--- src/rtl/dca_matrix_mreg2store_pkg.sv ---
// dca_matrix_mreg2store_pkg
//   Shared types and dimension helpers for the mreg-to-store row drain.
//   - state_t           : FSM encoding (2-bit), also exposed on dbg_state
//   - matrix_dim()      : matrix size selector -> rows/cols (square matrix)
//   - tensor_scalar_bw(): tensor format selector -> scalar width in bits
//   - norm_limit()      : 0 or out-of-range limits mean "full dimension"
package dca_matrix_mreg2store_pkg;

    typedef enum logic [1:0] {
        ST_IDLE  = 2'd0,
        ST_SEND  = 2'd1,
        ST_DRAIN = 2'd2
    } state_t;

    function automatic int matrix_dim(input int size_para);
        return size_para;
    endfunction

    function automatic int tensor_scalar_bw(input int tensor_para);
        case (tensor_para)
            1:       return 16;
            2:       return 32;
            default: return 8;
        endcase
    endfunction

    function automatic int unsigned norm_limit(input int unsigned value,
                                               input int unsigned max_value);
        if ((value == 0) || (value > max_value)) return max_value;
        return value;
    endfunction

endpackage

--- src/rtl/dca_matrix_mreg2store_counter.sv ---
// dca_matrix_mreg2store_counter
//   Row counter kept in one-hot form so that "counter == N" is a plain
//   vector compare against a one-hot constant.
//   Ports:
//   - clk, rstnn   : clock, async active-low reset
//   - init         : force the count back to row 0 (wins over count)
//   - count        : advance by one row, wrapping after COUNT_LENGTH-1
//   - value_onehot : current row, one-hot
module dca_matrix_mreg2store_counter #(
    parameter int COUNT_LENGTH = 4
) (
    input  logic                    clk,
    input  logic                    rstnn,
    input  logic                    init,
    input  logic                    count,
    output logic [COUNT_LENGTH-1:0] value_onehot
);

    always_ff @(posedge clk or negedge rstnn) begin
        if (!rstnn) begin
            value_onehot <= COUNT_LENGTH'(1);
        end else if (init) begin
            value_onehot <= COUNT_LENGTH'(1);
        end else if (count) begin
            value_onehot <= {value_onehot[COUNT_LENGTH-2:0], value_onehot[COUNT_LENGTH-1]};
        end
    end

endmodule

--- src/rtl/dca_matrix_mreg2store.sv ---
// dca_matrix_mreg2store
//   Drains the matrix register (mreg) as a stream of tensor rows. Only the
//   requested number of rows is emitted; the remaining padding rows are
//   shifted out of mreg silently so mreg is always empty on return to IDLE.
//   Ports:
//   - clk, rstnn, clear, enable      : clock, async reset, sync abort, advance qualifier
//   - busy, storereg_wready          : status / accept-matrix indication
//   - storereg_wrequest              : start a transfer (limits sampled here)
//   - num_valid_row, num_valid_col   : row / column limits (0 or too big = full)
//   - mreg_move_renable              : shift mreg up one row
//   - mreg_move_rdata_list1d         : head row of mreg
//   - store_tensor_row_w*            : outbound row channel
//   - dbg_state                      : current FSM state
//
// Row channel: a row transfers in every cycle where wvalid and wready are
// both high. wdata/wlast depend only on mreg's head row and the row counter,
// and neither moves without a transfer, so they stay stable while wvalid is
// held against a low wready. wvalid itself follows enable (enable low stalls).
module dca_matrix_mreg2store
    import dca_matrix_mreg2store_pkg::*;
#(
    parameter  int MATRIX_SIZE_PARA = 4,
    parameter  int TENSOR_PARA      = 0,
    localparam int MATRIX_NUM_ROW   = matrix_dim(MATRIX_SIZE_PARA),
    localparam int MATRIX_NUM_COL   = matrix_dim(MATRIX_SIZE_PARA),
    localparam int BW_TENSOR_SCALAR = tensor_scalar_bw(TENSOR_PARA),
    localparam int BW_TENSOR_ROW    = MATRIX_NUM_COL * BW_TENSOR_SCALAR,
    localparam int BW_ROW_COUNT     = $clog2(MATRIX_NUM_ROW + 1),
    localparam int BW_COL_COUNT     = $clog2(MATRIX_NUM_COL + 1)
) (
    input  logic                     clk,
    input  logic                     rstnn,
    input  logic                     clear,
    input  logic                     enable,
    output logic                     busy,
    output logic                     storereg_wready,
    input  logic                     storereg_wrequest,
    input  logic [BW_ROW_COUNT-1:0]  num_valid_row,
    input  logic [BW_COL_COUNT-1:0]  num_valid_col,
    output logic                     mreg_move_renable,
    input  logic [BW_TENSOR_ROW-1:0] mreg_move_rdata_list1d,
    output logic                     store_tensor_row_wvalid,
    output logic                     store_tensor_row_wlast,
    output logic [BW_TENSOR_ROW-1:0] store_tensor_row_wdata,
    input  logic                     store_tensor_row_wready,
    output logic [1:0]               dbg_state
);

    localparam logic [BW_TENSOR_SCALAR-1:0] TENSOR_ZERO = '0;

    state_t                    state;
    logic [MATRIX_NUM_ROW-1:0] row_onehot;
    logic [MATRIX_NUM_ROW-1:0] last_row_onehot;   // one-hot of (row limit - 1)
    logic [BW_COL_COUNT-1:0]   col_limit;

    logic                      start;
    logic                      handshake;
    logic                      drain_step;
    logic [BW_ROW_COUNT-1:0]   row_limit_norm;
    logic [BW_COL_COUNT-1:0]   col_limit_norm;
    logic [MATRIX_NUM_ROW-1:0] start_last_onehot;

    assign row_limit_norm    = BW_ROW_COUNT'(norm_limit(32'(num_valid_row), MATRIX_NUM_ROW));
    assign col_limit_norm    = BW_COL_COUNT'(norm_limit(32'(num_valid_col), MATRIX_NUM_COL));
    assign start_last_onehot = MATRIX_NUM_ROW'(1) << (row_limit_norm - BW_ROW_COUNT'(1));

    assign start      = (state == ST_IDLE) & enable & storereg_wrequest & ~clear;
    assign handshake  = store_tensor_row_wvalid & store_tensor_row_wready;
    assign drain_step = (state == ST_DRAIN) & enable & ~clear;

    // clear suppresses both the row offer and the mreg shift in its cycle.
    assign store_tensor_row_wvalid = (state == ST_SEND) & enable & ~clear;
    assign store_tensor_row_wlast  = (state == ST_SEND) & (row_onehot == last_row_onehot);
    assign mreg_move_renable       = handshake | drain_step;

    assign busy            = (state != ST_IDLE);
    assign storereg_wready = (state == ST_IDLE);
    assign dbg_state       = state;

    for (genvar i = 0; i < MATRIX_NUM_COL; i++) begin : g_col
        assign store_tensor_row_wdata[i*BW_TENSOR_SCALAR +: BW_TENSOR_SCALAR] =
            (BW_COL_COUNT'(i) < col_limit) ?
                mreg_move_rdata_list1d[i*BW_TENSOR_SCALAR +: BW_TENSOR_SCALAR] : TENSOR_ZERO;
    end

    dca_matrix_mreg2store_counter #(
        .COUNT_LENGTH (MATRIX_NUM_ROW)
    ) u_row_counter (
        .clk          (clk),
        .rstnn        (rstnn),
        .init         (clear | start),
        .count        (mreg_move_renable),
        .value_onehot (row_onehot)
    );

    always_ff @(posedge clk or negedge rstnn) begin
        if (!rstnn) begin
            state           <= ST_IDLE;
            last_row_onehot <= MATRIX_NUM_ROW'(1) << (MATRIX_NUM_ROW - 1);
            col_limit       <= BW_COL_COUNT'(MATRIX_NUM_COL);
        end else if (clear) begin
            state <= ST_IDLE;
        end else begin
            case (state)
                ST_IDLE: begin
                    if (start) begin
                        state           <= ST_SEND;
                        last_row_onehot <= start_last_onehot;
                        col_limit       <= col_limit_norm;
                    end
                end
                ST_SEND: begin
                    // After the last valid row, any rows left in mreg are padding.
                    if (handshake && store_tensor_row_wlast) begin
                        state <= row_onehot[MATRIX_NUM_ROW-1] ? ST_IDLE : ST_DRAIN;
                    end
                end
                ST_DRAIN: begin
                    if (drain_step && row_onehot[MATRIX_NUM_ROW-1]) begin
                        state <= ST_IDLE;
                    end
                end
                default: state <= ST_IDLE;
            endcase
        end
    end

endmodule
--- config.mk ---
export PLATFORM = sky130hd
export DESIGN_NAME = dca_matrix_mreg2store
export DESIGN_NICKNAME = d
export VERILOG_FILES = /design/src/rtl/dca_matrix_mreg2store_pkg.sv /design/src/rtl/dca_matrix_mreg2store_counter.sv /design/src/rtl/dca_matrix_mreg2store.sv
export SDC_FILE = /design/constraint.sdc
export NUM_CORES = 1
export LEC_CHECK = 0
export CORE_MARGIN = 2
export CORE_UTILIZATION = 29
export CTS_CLUSTER_SIZE = 20
export DETAILED_ROUTE_END_ITERATION = 10
export PLACE_DENSITY = 0.76
export SKIP_CTS_REPAIR_TIMING = 1
export SYNTH_ARGS = -nofsm -noshare
export SYNTH_HDL_FRONTEND = slang
export SYNTH_SLANG_ARGS = --single-unit
export TNS_END_PERCENT = 100
--- constraint.sdc ---
create_clock -name clk -period 1.35 [get_ports clk]
set_input_delay 0.2025 -clock clk [delete_from_list [all_inputs] [get_ports clk]]
set_output_delay 0.2025 -clock clk [all_outputs]
set_load 0.01 [all_outputs]
==> results.md <==
- Outcome: finished with violations
- Violated checks: negative setup slack
- Unrepaired setup endpoints after global routing: yes
- Largest family of logic cells by synthesized area: simple AND/OR/NAND/NOR gates
- Simple-gate share of the synthesized area: 41.8%
- Crit path DAT: 1430 ps
- Core area: 3310 um2
- Multiplexer share of the synthesized area: 12.3%
- Clock skew: 5.15 ps
- Cells after DPL: 253
- GPL Wtd Cong: 0.693
- H-tree depth: 1
- Number of synthesized register bits: 13
- Slew of the pin with the lowest slew margin: 335 ps
- Gr usage total: 16.0%
- Post-synthesis xor/xnor area fraction: 3.52%
- Total power: 1.66 mW
- CTS tree: yes
- Setup WS post-layout: -285 ps
- I/O pin count: 83
- CP Cell Sequence: xnor2_2, nand3_2, nor4b_2, buf_2
- Commonest non-fill, non-tap cell in the layout: clkdlybuf4s50_1
- Lkg Pwr: 1.06 nW
- Post-Synth Adder-Cell Area: 2.51%
- Max Root-Sink Buffers: 2
- Multi-input gate area: 806 um2
- Mean Syn Cell Area: 9.40 um2
- Port buffer count: 82
- Slew HR: 77.6%
- Worst EP required: 1150 ps
- Asr flop ratio synth: 100%
- Critical Path End Type: output port
- Sequential area share after synthesis: 33.0%
- Routed wire length: 3.48 mm
- Initial Util: 30.1%
- Total number of vias: 1183
- Critical path type: reg2out
- Worst VDD drop: 707 uV
- # nets final: 265
- Mapped Cells: 106
- Max incr delay on CP: 570 ps
- Largest net degree at the start of global routing: 14
- CTS Root Cell: clkbuf_4
- Clk_lat worst skew: 260 ps
- Yosys warns: 0
- DRC Markers: 0
- Overflow after GRT: 0
- PwrDens: 754 nW/um2
- Cell row count: 21
- Post-synth EDFFs: 0
- Crit start category: flop
- Slowest stage cell, crit path: dfstp_2
- Fill cells: 273
- ANT nets after route: 0
- Final Non-Filler Cells: 264
- Cell variety after synth: 32
- Net count after synthesis: 152
- Commonest non-fill, non-tap cells in the layout: 42 x clkdlybuf4s50_1, 24 x nor2b_1, 20 x buf_6, 18 x buf_2, 17 x buf_4
- TritonCTS Buffers: 3
- CTS clk-pin slew, worst paths: 80 ps
- Die area: 3920 um2
- Finish-stage setup viols: 46
- Synthesized area: 996 um2
- Share of layout cells above drive strength 1: 50.9%
- Die Wd: 62.6 um
- HPWL after DPL: 2.76 mm
- DP Worst Slack: -524 ps
- Vias/cell: 4.48
- Antenna Cells: 0
- Worst Path Max Fanout: 3
- Final worst path period share: 121%
- Hold Crit Class: in2async
- Initial antenna violation count: 0
- Vias in the first global route: 1117
- Clock sinks: 13
- Minimum clock period: 1640 ps
- Post-layout util: 66.7%
- Flip-flop and latch area: 332 um2
- Max_cap viols: 0
- Area Overhead vs Synth: 122%
- Main synth FF type: dfrtp_1
- Die Ht: 62.6 um
- Post-placement cell area: 2080 um2
- DR pass1 iterations: 4
- Synth Area in Compound Gates: 4.02%
- Slew Limit Fails: 0
- Routed WL per cell: 13.2 um
- First DRT Iteration DRCs: 11
- Fmax: 0.612 GHz
- Final hold vios: 0
- First-pass GRT wire length: 5.18 mm
- Post-route cell area: 2210 um2
==> cell type report <==
| type | instances | share of cell area [%] |
|---|---|---|
| timing repair buffer | 111 | 44.0 |
| clock buffer | 4 | 1.19 |
| tap | 46 | 2.61 |
| inverter | 4 | 0.680 |
| sequential | 13 | 15.0 |
| multi-input combinational | 86 | 36.5 |
==> cells by family after synthesis <==
family / count (synthesis)
compound gates: 6
xor+xnor: 4
fa+ha+maj: 2
buf+inv: 7
flops: 13
mux: 11
simple gates: 63
==> report_power, final <==
group          switching (mW)  internal (mW)
logic                   0.380          0.566
registers              0.0509          0.437
clock network           0.116          0.114
total                   0.547           1.12
==> worst paths after layout <==
path	slack, ps	to	cells past startpoint	start
worst max-delay path	-290	store_tensor_row_wlast	4	u_row_counter.value_onehot[0]
worst min-delay path	230	u_row_counter.value_onehot[1]	2	rstnn
worst max register to register	-140	col_limit[1]	5	dbg_state[1]
worst min register to register	550	last_row_onehot[1]	1	last_row_onehot[1]
max in group asynchronous	880	last_row_onehot[3]	2	rstnn
min in group clk	500	dbg_state[0]	4	enable
==> worst max-delay path: cells and delay by family (launching register included) <==
family	cells	cell delay, ps
xor+xnor	1	120
buf+inv	1	170
flops	1	570
simple gates	2	310
==> metal layers <==
| metal | vias up | wire, um | GRT usage, % |
|---|---|---|---|
| li1 | 580 | - | - |
| met1 | 556 | 1390 | 18.0 |
| met2 | 41 | 1880 | 31.2 |
| met3 | 6 | 161 | 3.06 |
| met4 | 0 | 46 | 2.78 |
| met5 | - | 0 | 0 |
==> sequential cells by signal, indices dropped and copies added, names as in the netlist <==
name and cells:
last_row_onehot 4, u_row_counter.value_onehot 4, col_limit 3, dbg_state 2
==> Yosys cell counts, types with 2 or more instances <==
library cell / instances / area (um2)
nor2_1: 3 / 11.3
xnor2_1: 3 / 26.3
a21oi_1: 2 / 10.0
nor3b_1: 3 / 22.5
nand3_1: 3 / 15.0
nor3_1: 3 / 15.0
ha_1: 2 / 25.0
dfstp_2: 3 / 78.8
nand3b_1: 2 / 15.0
or2_2: 2 / 12.5
inv_1: 4 / 15.0
and3b_1: 2 / 17.5
mux2_2: 10 / 113
nor2b_1: 28 / 175
and2_1: 8 / 50.1
clkbuf_1: 2 / 7.51
dfrtp_1: 10 / 250
nand2b_1: 2 / 12.5
==> stage by stage <==
step | TNS, ps | hold WS (ps)
floorplan | -671 | -93.1
global placement | -13560 | 516
detailed placement | -15360 | 518
CTS | -23870 | 228
global route | -9160 | 248
finish | -5840 | 229
(Power assumes the default switching activity.)
